<file path="config.mk">
export PLATFORM = sky130hd
export DESIGN_NAME = payment_lane_arbiter
export DESIGN_NICKNAME = d
export VERILOG_FILES = /design/src/rtl/payment_arb_pkg.sv /design/src/rtl/payment_lane_arbiter_rr_pick.sv /design/src/rtl/payment_lane_arbiter.sv
export SDC_FILE = /design/constraint.sdc
export NUM_CORES = 1
export LEC_CHECK = 0
export ABC_AREA = 1
export BUFFER_PORTS_ARGS = -buffer_cell sky130_fd_sc_hd__buf_2
export CORE_UTILIZATION = 55
export CTS_CLUSTER_SIZE = 30
export DETAILED_ROUTE_END_ITERATION = 12
export GPL_ROUTABILITY_DRIVEN = 0
export PLACE_DENSITY = 0.76
export SLEW_MARGIN = 5
export SYNTH_ARGS = -nofsm -noshare
export SYNTH_HDL_FRONTEND = slang
export SYNTH_HIERARCHICAL = 1
export SYNTH_SLANG_ARGS = --single-unit
</file>
<file path="constraint.sdc">
create_clock -name clk -period 3.2 [get_ports clk]
set_input_delay 0.48 -clock clk [delete_from_list [all_inputs] [get_ports clk]]
set_output_delay 0.48 -clock clk [all_outputs]
set_load 0.1 [all_outputs]
</file>
<file path="src/rtl/payment_arb_pkg.sv">
// Shared types and helpers for the payment lane arbiter.
// Build option: PAYMENT_ARB_PRIORITY_LANE0_EN (lane 0 express priority).
package payment_arb_pkg;

  localparam int DEF_N_LANES     = 4;
  localparam int DEF_TIMEOUT_CYC = 4096;
  localparam int MAX_LANES       = 8;

  typedef enum logic [2:0] {
    ST_IDLE,
    ST_GRANT,
    ST_LAUNCH,
    ST_WAIT_BUSY,
    ST_ACTIVE,
    ST_RELEASE
  } arb_state_t;

  // Callers guarantee at most one bit set; OR-ing indices keeps it mux-free.
  function automatic logic [2:0] onehot_to_idx(input logic [MAX_LANES-1:0] oh);
    logic [2:0] idx;
    idx = '0;
    for (int i = 0; i < MAX_LANES; i++) begin
      if (oh[i]) idx = idx | 3'(i);
    end
    return idx;
  endfunction

endpackage

</file>
<file path="src/rtl/payment_lane_arbiter_rr_pick.sv">
// Combinational round-robin selector: first requester at or after rr_ptr,
// with optional unconditional priority for lane 0.
module rr_pick
  import payment_arb_pkg::*;
#(
  parameter int N_LANES = DEF_N_LANES,
  parameter int ID_W    = $clog2(N_LANES)
) (
  input  logic [N_LANES-1:0] req,
  input  logic [ID_W-1:0]    rr_ptr,
  input  logic               prio0_en,
  output logic [N_LANES-1:0] pick,
  output logic [ID_W-1:0]    pick_idx,
  output logic               valid
);

  logic [2*N_LANES-1:0] rot_dbl;
  logic [2*N_LANES-1:0] back_dbl;
  logic [N_LANES-1:0]   rot;
  logic [N_LANES-1:0]   rot_pick;

  always_comb begin
    // Rotate so rr_ptr sits at bit 0, isolate lowest set bit, rotate back.
    rot_dbl  = {req, req} >> rr_ptr;
    rot      = rot_dbl[N_LANES-1:0];
    rot_pick = rot & (-rot);
    back_dbl = {rot_pick, rot_pick} << rr_ptr;
    pick     = back_dbl[2*N_LANES-1:N_LANES];
    if (prio0_en && req[0]) begin
      pick = {{(N_LANES-1){1'b0}}, 1'b1};
    end
    valid    = |req;
    pick_idx = ID_W'(onehot_to_idx(MAX_LANES'(pick)));
  end

endmodule

</file>
<file path="src/rtl/payment_lane_arbiter.sv">
// Shares one payment controller among N_LANES checkout lanes with a watchdog.
// Build option: PAYMENT_ARB_PRIORITY_LANE0_EN gives lane 0 absolute priority.
module payment_lane_arbiter
  import payment_arb_pkg::*;
#(
  parameter int N_LANES     = DEF_N_LANES,
  parameter int TIMEOUT_CYC = DEF_TIMEOUT_CYC,
  parameter int ID_W        = $clog2(N_LANES),
  parameter int CNT_W       = $clog2(TIMEOUT_CYC + 1)
) (
  input  logic               clk,
  input  logic               reset,
  input  logic [N_LANES-1:0] lane_req,
  input  logic [N_LANES-1:0] lane_cancel,
  output logic [N_LANES-1:0] lane_grant,
  output logic [ID_W-1:0]    grant_id,
  output logic               busy,
  output logic               proc_init,
  output logic               proc_reset,
  input  logic               proc_light,
  input  logic               proc_abort,
  output logic [N_LANES-1:0] lane_done,
  output logic [N_LANES-1:0] lane_fail,
  output logic               timeout
);

`ifdef PAYMENT_ARB_PRIORITY_LANE0_EN
  localparam logic PRIO0 = 1'b1;
`else
  localparam logic PRIO0 = 1'b0;
`endif

  arb_state_t         state_q, state_d;
  logic [ID_W-1:0]    rr_ptr_q, rr_ptr_d;
  logic [CNT_W-1:0]   cnt_q, cnt_d;
  logic               abort_seen_q, abort_seen_d;
  logic [N_LANES-1:0] lane_grant_q, lane_grant_d;
  logic [ID_W-1:0]    grant_id_q, grant_id_d;
  logic               busy_q, busy_d;
  logic               proc_init_q, proc_init_d;
  logic               proc_reset_q, proc_reset_d;
  logic [N_LANES-1:0] lane_done_q, lane_done_d;
  logic [N_LANES-1:0] lane_fail_q, lane_fail_d;
  logic               timeout_q, timeout_d;

  logic [N_LANES-1:0] pick;
  logic [ID_W-1:0]    pick_idx;
  logic               pick_valid;
  logic [CNT_W-1:0]   cnt_inc;
  logic               timeout_hit;

  rr_pick #(
    .N_LANES (N_LANES),
    .ID_W    (ID_W)
  ) u_rr_pick (
    .req      (lane_req & ~lane_cancel),
    .rr_ptr   (rr_ptr_q),
    .prio0_en (PRIO0),
    .pick     (pick),
    .pick_idx (pick_idx),
    .valid    (pick_valid)
  );

  assign cnt_inc     = (&cnt_q) ? cnt_q : cnt_q + CNT_W'(1);
  assign timeout_hit = (cnt_inc == CNT_W'(TIMEOUT_CYC - 1));

  always_comb begin
    state_d      = state_q;
    rr_ptr_d     = rr_ptr_q;
    cnt_d        = cnt_q;
    abort_seen_d = abort_seen_q;
    lane_grant_d = lane_grant_q;
    grant_id_d   = grant_id_q;
    busy_d       = busy_q;
    proc_init_d  = 1'b0;
    proc_reset_d = 1'b0;
    lane_done_d  = '0;
    lane_fail_d  = '0;
    timeout_d    = 1'b0;

    case (state_q)
      ST_IDLE: begin
        if (pick_valid) begin
          lane_grant_d = pick;
          grant_id_d   = pick_idx;
          busy_d       = 1'b1;
          state_d      = ST_GRANT;
        end
      end
      ST_GRANT: begin
        // Last chance for the lane to back out before the controller starts.
        if (((lane_cancel & lane_grant_q) != '0) || ((lane_req & lane_grant_q) == '0)) begin
          lane_fail_d = lane_grant_q;
          state_d     = ST_RELEASE;
        end else begin
          proc_init_d = 1'b1;
          state_d     = ST_LAUNCH;
        end
      end
      ST_LAUNCH: begin
        cnt_d   = '0;
        state_d = ST_WAIT_BUSY;
      end
      ST_WAIT_BUSY: begin
        cnt_d = cnt_inc;
        if (proc_light) begin
          state_d = ST_ACTIVE;
        end else if (timeout_hit) begin
          timeout_d    = 1'b1;
          proc_reset_d = 1'b1;
          lane_fail_d  = lane_grant_q;
          state_d      = ST_RELEASE;
        end
      end
      ST_ACTIVE: begin
        cnt_d        = cnt_inc;
        abort_seen_d = abort_seen_q | proc_abort;
        // A falling light on the expiry cycle still counts as a normal finish.
        if (!proc_light) begin
          if (abort_seen_d) lane_fail_d = lane_grant_q;
          else              lane_done_d = lane_grant_q;
          state_d = ST_RELEASE;
        end else if (timeout_hit) begin
          timeout_d    = 1'b1;
          proc_reset_d = 1'b1;
          lane_fail_d  = lane_grant_q;
          state_d      = ST_RELEASE;
        end
      end
      ST_RELEASE: begin
        lane_grant_d = '0;
        busy_d       = 1'b0;
        abort_seen_d = 1'b0;
        if (!PRIO0 || (grant_id_q != '0)) begin
          rr_ptr_d = (grant_id_q == ID_W'(N_LANES - 1)) ? '0 : grant_id_q + ID_W'(1);
        end
        state_d = ST_IDLE;
      end
      default: state_d = ST_IDLE;
    endcase
  end

  always_ff @(posedge clk or posedge reset) begin
    if (reset) begin
      state_q      <= ST_IDLE;
      rr_ptr_q     <= '0;
      cnt_q        <= '0;
      abort_seen_q <= 1'b0;
      lane_grant_q <= '0;
      grant_id_q   <= '0;
      busy_q       <= 1'b0;
      proc_init_q  <= 1'b0;
      proc_reset_q <= 1'b0;
      lane_done_q  <= '0;
      lane_fail_q  <= '0;
      timeout_q    <= 1'b0;
    end else begin
      state_q      <= state_d;
      rr_ptr_q     <= rr_ptr_d;
      cnt_q        <= cnt_d;
      abort_seen_q <= abort_seen_d;
      lane_grant_q <= lane_grant_d;
      grant_id_q   <= grant_id_d;
      busy_q       <= busy_d;
      proc_init_q  <= proc_init_d;
      proc_reset_q <= proc_reset_d;
      lane_done_q  <= lane_done_d;
      lane_fail_q  <= lane_fail_d;
      timeout_q    <= timeout_d;
    end
  end

  assign lane_grant = lane_grant_q;
  assign grant_id   = grant_id_q;
  assign busy       = busy_q;
  assign proc_init  = proc_init_q;
  assign proc_reset = proc_reset_q;
  assign lane_done  = lane_done_q;
  assign lane_fail  = lane_fail_q;
  assign timeout    = timeout_q;

endmodule
</file>
==> results of run 1 <==
[worst max path at each step]
stage | startpoint | endpoint | depth (start not counted)
floorplan | lane_grant[1]$_DFFE_PP0P_ | lane_fail[0]$_DFF_PP0_ | 7
global placement | cnt_q[0]$_DFFE_PP0P_ | lane_fail[1]$_DFF_PP0_ | 11
detailed placement | cnt_q[0]$_DFFE_PP0P_ | lane_fail[3]$_DFF_PP0_ | 11
CTS | cnt_q[0]$_DFFE_PP0P_ | lane_fail[3]$_DFF_PP0_ | 11
global route | cnt_q[0]$_DFFE_PP0P_ | lane_fail[3]$_DFF_PP0_ | 11
finish | cnt_q[0]$_DFFE_PP0P_ | lane_fail[3]$_DFF_PP0_ | 11
[flip-flops by register name, indices dropped and copies added, names as in the netlist, 2 cells and up]
register,cells
cnt_q,13
grant_id,2
lane_done,4
lane_fail,4
lane_grant,4
rr_ptr_q,2
state_q,3
[metal layers]
| layer | part of all wire | up-vias | track usage |
|---|---|---|---|
| met5 | 0 | - | 0 |
| met4 | 0.0097 | 0 | 0.0755 |
| met3 | 0.063 | 7 | 0.0500 |
| met2 | 0.41 | 80 | 0.330 |
| met1 | 0.52 | 1040 | 0.390 |
| li1 | - | 1183 | - |
[area by class of cell]
type	count	area (um^2)
clock buffers	5	68.8
well taps	50	62.6
clock inverters	3	42.5
inverters	52	200
fillers	373	1440
flip-flops and latches	36	901
repair buffers	30	153
multi-input cells	255	1250
[worst min-delay path, stage by stage]
cell	delay (ns)
buf_2	0.09
inv_1	0.04
buf_4	0.37
[placed cells by master, fill, tap and decap left out, types with 6 or more instances in the layout]
cell type  count
nand2_1      105
inv_1         45
dfrtp_1       36
nand3_1       30
nor2_1        29
buf_2         29
o21ai_0       15
nand2_2       13
a21oi_1       12
nand4_1        8
nand3_2        7
o21ai_1        6
[through the flow]
stage          utilization  area (um^2)  hold WS, ns  power [W]
3_3_place_gp         0.624         2570        0.464    0.00206
5_1_grt              0.651         2680        0.333    0.00268
2_1_floorplan            -         2410        0.459    0.00185
3_5_place_dp         0.624         2570        0.481    0.00208
6_report             0.651         2680        0.275    0.00247
4_1_cts              0.651         2680        0.290    0.00248
[where the power goes]
group | leakage [nW] | switching, W | internal, W
sequential | 0.476 | 0.000159 | 0.000571
clock | 0.0541 | 0.000162 | 0.000230
combinational | 0.887 | 0.00100 | 0.000350
[kinds of logic after synthesis]
group | count (synthesis) | share of synthesized area
buffers and inverters | 58 | 0.107
and+or+nand+nor | 206 | 0.397
adders and majority gates | 2 | 0.0104
xor gates and xnor gates | 1 | 0.00364
other | 1 | 0.00156
AOI/OAI and AO/OA | 43 | 0.0972
DFF | 36 | 0.374
muxes | 2 | 0.00935
==> summary.txt, run 1 <==
Crit-path most repeated cell = nand2_2
Final setup fails = 0
Max incr delay on CP = 0.52 ns
Crit-path slowest cell = dfrtp_1
Most instantiated library cell after synthesis = nand2_1
Largest net degree at the start of global routing = 37
Max Cap Viol = 0
Worst path bufs/invs = 0
Dominant cell type by area after synthesis = dfrtp_1
Clock Tree Buf Depth = 2
Number of enable flip-flop cells after synthesis = 0
Mapped Avg Cell Area = 6.90 um^2
Pre-antenna DRT Iters = 4
Number of instances in the synthesized netlist = 349
Status = finished clean
Nets = 394
Setup ws final = 0.947 ns
Synth area leaders = dfrtp_1, nand2_1, inv_1
Tcrit/Tclk final = 0.704
Die H = 68.2 um
Cell Count, Final, Fillers Out = 431
Setup Buffers After CTS = 0
Unrepaired setup endpoints after global routing = false
Worst Path Max Fanout = 12
Die W = 68.2 um
# hold bufs at CTS = 0
Worst min path class = input pin to async pin
Synth Register Bits = 36
DR DRC count = 0
Number of global-route vias before repair = 1880
FP Rows = 23
Yosys top cell area share = 0.374
Critical Path RT = 3.41 ns
Fin. Hold Viols = 0
ANT nets after route = 0
Mapped cell area = 0.00241 mm^2
Routed wire length = 5.25 mm
Syn Nets = 363
Final setup TNS = 0 ns
Reg2reg path depth = 11
Critical path class = register to register
YS warnings = 6
Via density = 5.36
Die area = 0.00465 mm^2
Via count = 2310
Critical Path AT = 2.47 ns
Setup WS pre-CTS = 0.991 ns
Layout overhead on the synthesized area = 11.2%
Fin crit period = 2.25 ns
Total grt overflow = 0
Post_cts resized = 0
# IOs = 30
Total CTS buffers = 5
Power Density = 924 mW/mm^2
Initial Util = 0.585
H-Tree Depth = 2
Slew Viols, Final = 0
Clk slew on worst S/H paths = 0.07 ns
R2r startpoint = cnt_q[0]$_DFFE_PP0P_
R2R Setup Slk = 0.95 ns
Root Driver = clkbuf_8
GRT Overall Usage = 0.248
Final HPWL DP = 4.11 mm
Synth Flop Type = dfrtp_1
Placed cell count = 423
Sink Count = 36
Register area share after synthesis = 0.374
Maximum clock frequency = 444 MHz
Post-synth top cells = nand2_1, inv_1, dfrtp_1
Layout cell share with drive strength beyond 1 = 0.197
Initial DRC count = 245
Critical Path Source Type = register
Peak supply drop = 0.000896 V
Leakage Power = 1.42 nW
Routed len/inst = 12.2 um
Capturing point of the worst reg2reg path = lane_fail[3]$_DFF_PP0_
TritonCTS clock tree = done
Number of diodes = 0
Worst setup EP type = register
Crit path cell chain = ha_1 > nand3_2 > nor2_4 > nand2_2 > o21ai_1 > nand2_1 > nor2_1 > nand3_2 > nand2_2 > nand2_2 > a21oi_1
Number of port buffers = 29
Initial antenna violation count = 0
Std-Cell Core Area = 0.00412 mm^2
Cell family with most CP delay = simple AND/OR/NAND/NOR gates
Number of distinct library cells after synthesis = 32
Async SR Flop Fraction = 1.00
First-pass GRT wire length = 8.61 mm
Skew final = 0.00419 ns
Clk_lat worst skew = 0.28 ns
Note: power is estimated with default switching activity, not from simulation.
==> run 2, diff against run 1 <==
--- a/config.mk
+++ b/config.mk
@@ -7,7 +7,7 @@
 export LEC_CHECK = 0
 export ABC_AREA = 1
 export BUFFER_PORTS_ARGS = -buffer_cell sky130_fd_sc_hd__buf_2
-export CORE_UTILIZATION = 55
+export CORE_UTILIZATION = 52
 export CTS_CLUSTER_SIZE = 30
 export DETAILED_ROUTE_END_ITERATION = 12
 export GPL_ROUTABILITY_DRIVEN = 0
==> constraint.sdc (replaced) <==
create_clock -name clk -period 2.03 [get_ports clk]
set_input_delay 0.3045 -clock clk [delete_from_list [all_inputs] [get_ports clk]]
set_output_delay 0.3045 -clock clk [all_outputs]
set_load 0.1 [all_outputs]
==> run 2 against run 1 <==
Effect of this change: fmax increased by 19%; via count increased by 2.3%; worst setup slack got worse by 0.81 ns; global-route usage decreased by 1.5 points; flip-flop and latch count unchanged; critical path depth unchanged; sequential power increased by 53%; largest cell class unchanged; largest power group unchanged; highest routed layer unchanged.
==> summary.txt, run 2 (synthesized netlist as in run 1, its figures left out) <==
Layout overhead on the synthesized area = 14.6%
Worst setup EP type = register
Layout fillers = 390 (+4.6%)
Max incr delay on CP = 0.39 ns (-0.13 ns)
Critical Path AT = 2.11 ns (-0.36 ns)
Via density = 5.40 (+0.70%)
Largest reg by FF count = cnt_q
Initial antenna violation count = 0 (unchanged)
Fin crit period = 1.89 ns (-0.360 ns)
Clk slew on worst S/H paths = 0.08 ns (about the same)
Std-Cell Core Area = 0.00441 mm^2 (+7.3%)
Number of diodes = 0 (unchanged)
Maximum clock frequency = 528 MHz (+19%)
Via count = 2364 (+2.3%)
Nets = 399 (+1.3%)
Number of global-route vias before repair = 2053 (+9.2%)
Leakage Power = 1.45 nW (+2.7%)
Final core utilization = 0.625 (-0.0259)
Total grt overflow = 0 (unchanged)
Crit-path slowest cell = dfrtp_1
Cell Count, Final, Fillers Out = 438 (+1.6%)
Critical Path Source Type = register
Routed wire length = 5.51 mm (+5.0%)
Unrepaired setup endpoints after global routing = true
Post_cts resized = 0 (unchanged)
Total power = 0.00405 W (+64%)
Clk_lat worst skew = 0.29 ns (about the same)
GRT Overall Usage = 0.233 (-0.0153)
Critical path class = register to register
Final HPWL DP = 4.13 mm (+0.71%)
Die W = 70.0 um (+2.8%)
Worst Path Max Fanout = 5 (-7)
Max Cap Viol = 0 (unchanged)
Final setup fails = 0 (unchanged)
Layout cell share with drive strength beyond 1 = 0.220 (+0.0234)
Skew final = 0.00939 ns (+0.00520 ns)
Initial DRC count = 170 (-31%)
Die area = 0.00491 mm^2 (+5.6%)
Peak supply drop = 0.00111 V (+24%)
Crit path cell chain = ha_4 > nand2_1 > nor2_4 > nand2_2 > nand2_1 > nand2_1 > o21ai_0 > nand3_2 > nand2_2 > nand2_2 > a21oi_1
# hold bufs at CTS = 0 (unchanged)
ANT nets after route = 0 (unchanged)
Critical Path RT = 2.25 ns (-1.16 ns)
DR DRC count = 0 (unchanged)
Commonest cells after routing, fill and taps aside = nand2_1, inv_1, dfrtp_1
Worst min path class = input pin to async pin
# IOs = 30 (unchanged)
H-Tree Depth = 2 (unchanged)
Power Density = 1470 mW/mm^2 (+59%)
Sink Count = 36 (unchanged)
First-pass GRT wire length = 9.21 mm (+7.0%)
Max reg flops = 13 (unchanged)
Routed len/inst = 12.6 um (+3.3%)
Tcrit/Tclk final = 0.932 (+0.228)
Worst setup startpoint = cnt_q[0]$_DFFE_PP0P_
Placed cell count = 430 (+1.7%)
Total CTS buffers = 5 (unchanged)
TritonCTS clock tree = done
Clock Tree Buf Depth = 2 (unchanged)
Slew Viols, Final = 0 (unchanged)
Largest net degree at the start of global routing = 37 (unchanged)
Initial Util = 0.545 (-0.0396)
Setup Buffers After CTS = 0 (unchanged)
Die H = 70.0 um (+2.8%)
Fin. Hold Viols = 0 (unchanged)
R2r startpoint = cnt_q[0]$_DFFE_PP0P_
Pre-antenna DRT Iters = 6 (+2)
FP Rows = 24 (+4.3%)
Root Driver = clkbuf_8
Commonest non-fill, non-tap cell in the layout = nand2_1
Number of port buffers = 29 (unchanged)
Status = finished clean
==> run 2: per-layer routing <==
| layer | GRT usage | share of wire |
|---|---|---|
| met5 | 0 | 0 |
| met4 | 0.0867 | 0.021 |
| met3 | 0.0418 | 0.064 |
| met2 | 0.345 | 0.43 |
| met1 | 0.338 | 0.48 |
==> run 2: area by class of cell <==
class	count	area, um^2	share of cell area
well taps	52	65.1	0.0236
clock inverters	3	42.5	0.0154
inverters	52	200	0.0726
repair buffers	35	190	0.0690
multi-input cells	255	1290	0.467
clock buffers	5	68.8	0.0250
flip-flops and latches	36	903	0.328
==> run 2: where the power goes <==
group          switching, W  internal, W  leakage, nW
clock network      0.000272     0.000363       0.0541
registers          0.000219     0.000904        0.473
logic               0.00165     0.000644        0.927
total               0.00214      0.00191         1.45
==> run 2: path summary, 6_finish.rpt <==
path                            slack (ns)  cells past startpoint                      end
worst min register to register        0.47                      2         busy$_DFFE_PP0P_
max in group asynchronous             1.58                      3  rr_ptr_q[0]$_DFFE_PP0P_
min in group clk                      0.33                      3        timeout$_DFF_PP0_
worst max register to register        0.14                     11   lane_fail[1]$_DFF_PP0_
worst min-delay path                  0.10                      3     cnt_q[8]$_DFFE_PP0P_
worst max-delay path                  0.14                     11   lane_fail[1]$_DFF_PP0_
==> run 2: worst max-delay path, delay by kind of cell (launching register included) <==
kind	cells	cell delay [ns]
adders and majority gates	1	0.18
and+or+nand+nor	8	0.88
AOI/OAI and AO/OA	2	0.38
DFF	1	0.39
==> run 2: through the flow <==
step | setup WS (ns) | instance area [um^2] | setup TNS, ns | hold WS [ns]
5_1_grt | -0.0207 | 2760 | -0.0410 | 0.156
4_1_cts | 0.0538 | 2720 | 0 | 0.117
6_report | 0.137 | 2760 | 0 | 0.103
3_3_place_gp | 0.149 | 2610 | 0 | 0.424
2_1_floorplan | 0.197 | 2410 | 0 | 0.459
3_5_place_dp | 0.0892 | 2610 | 0 | 0.430
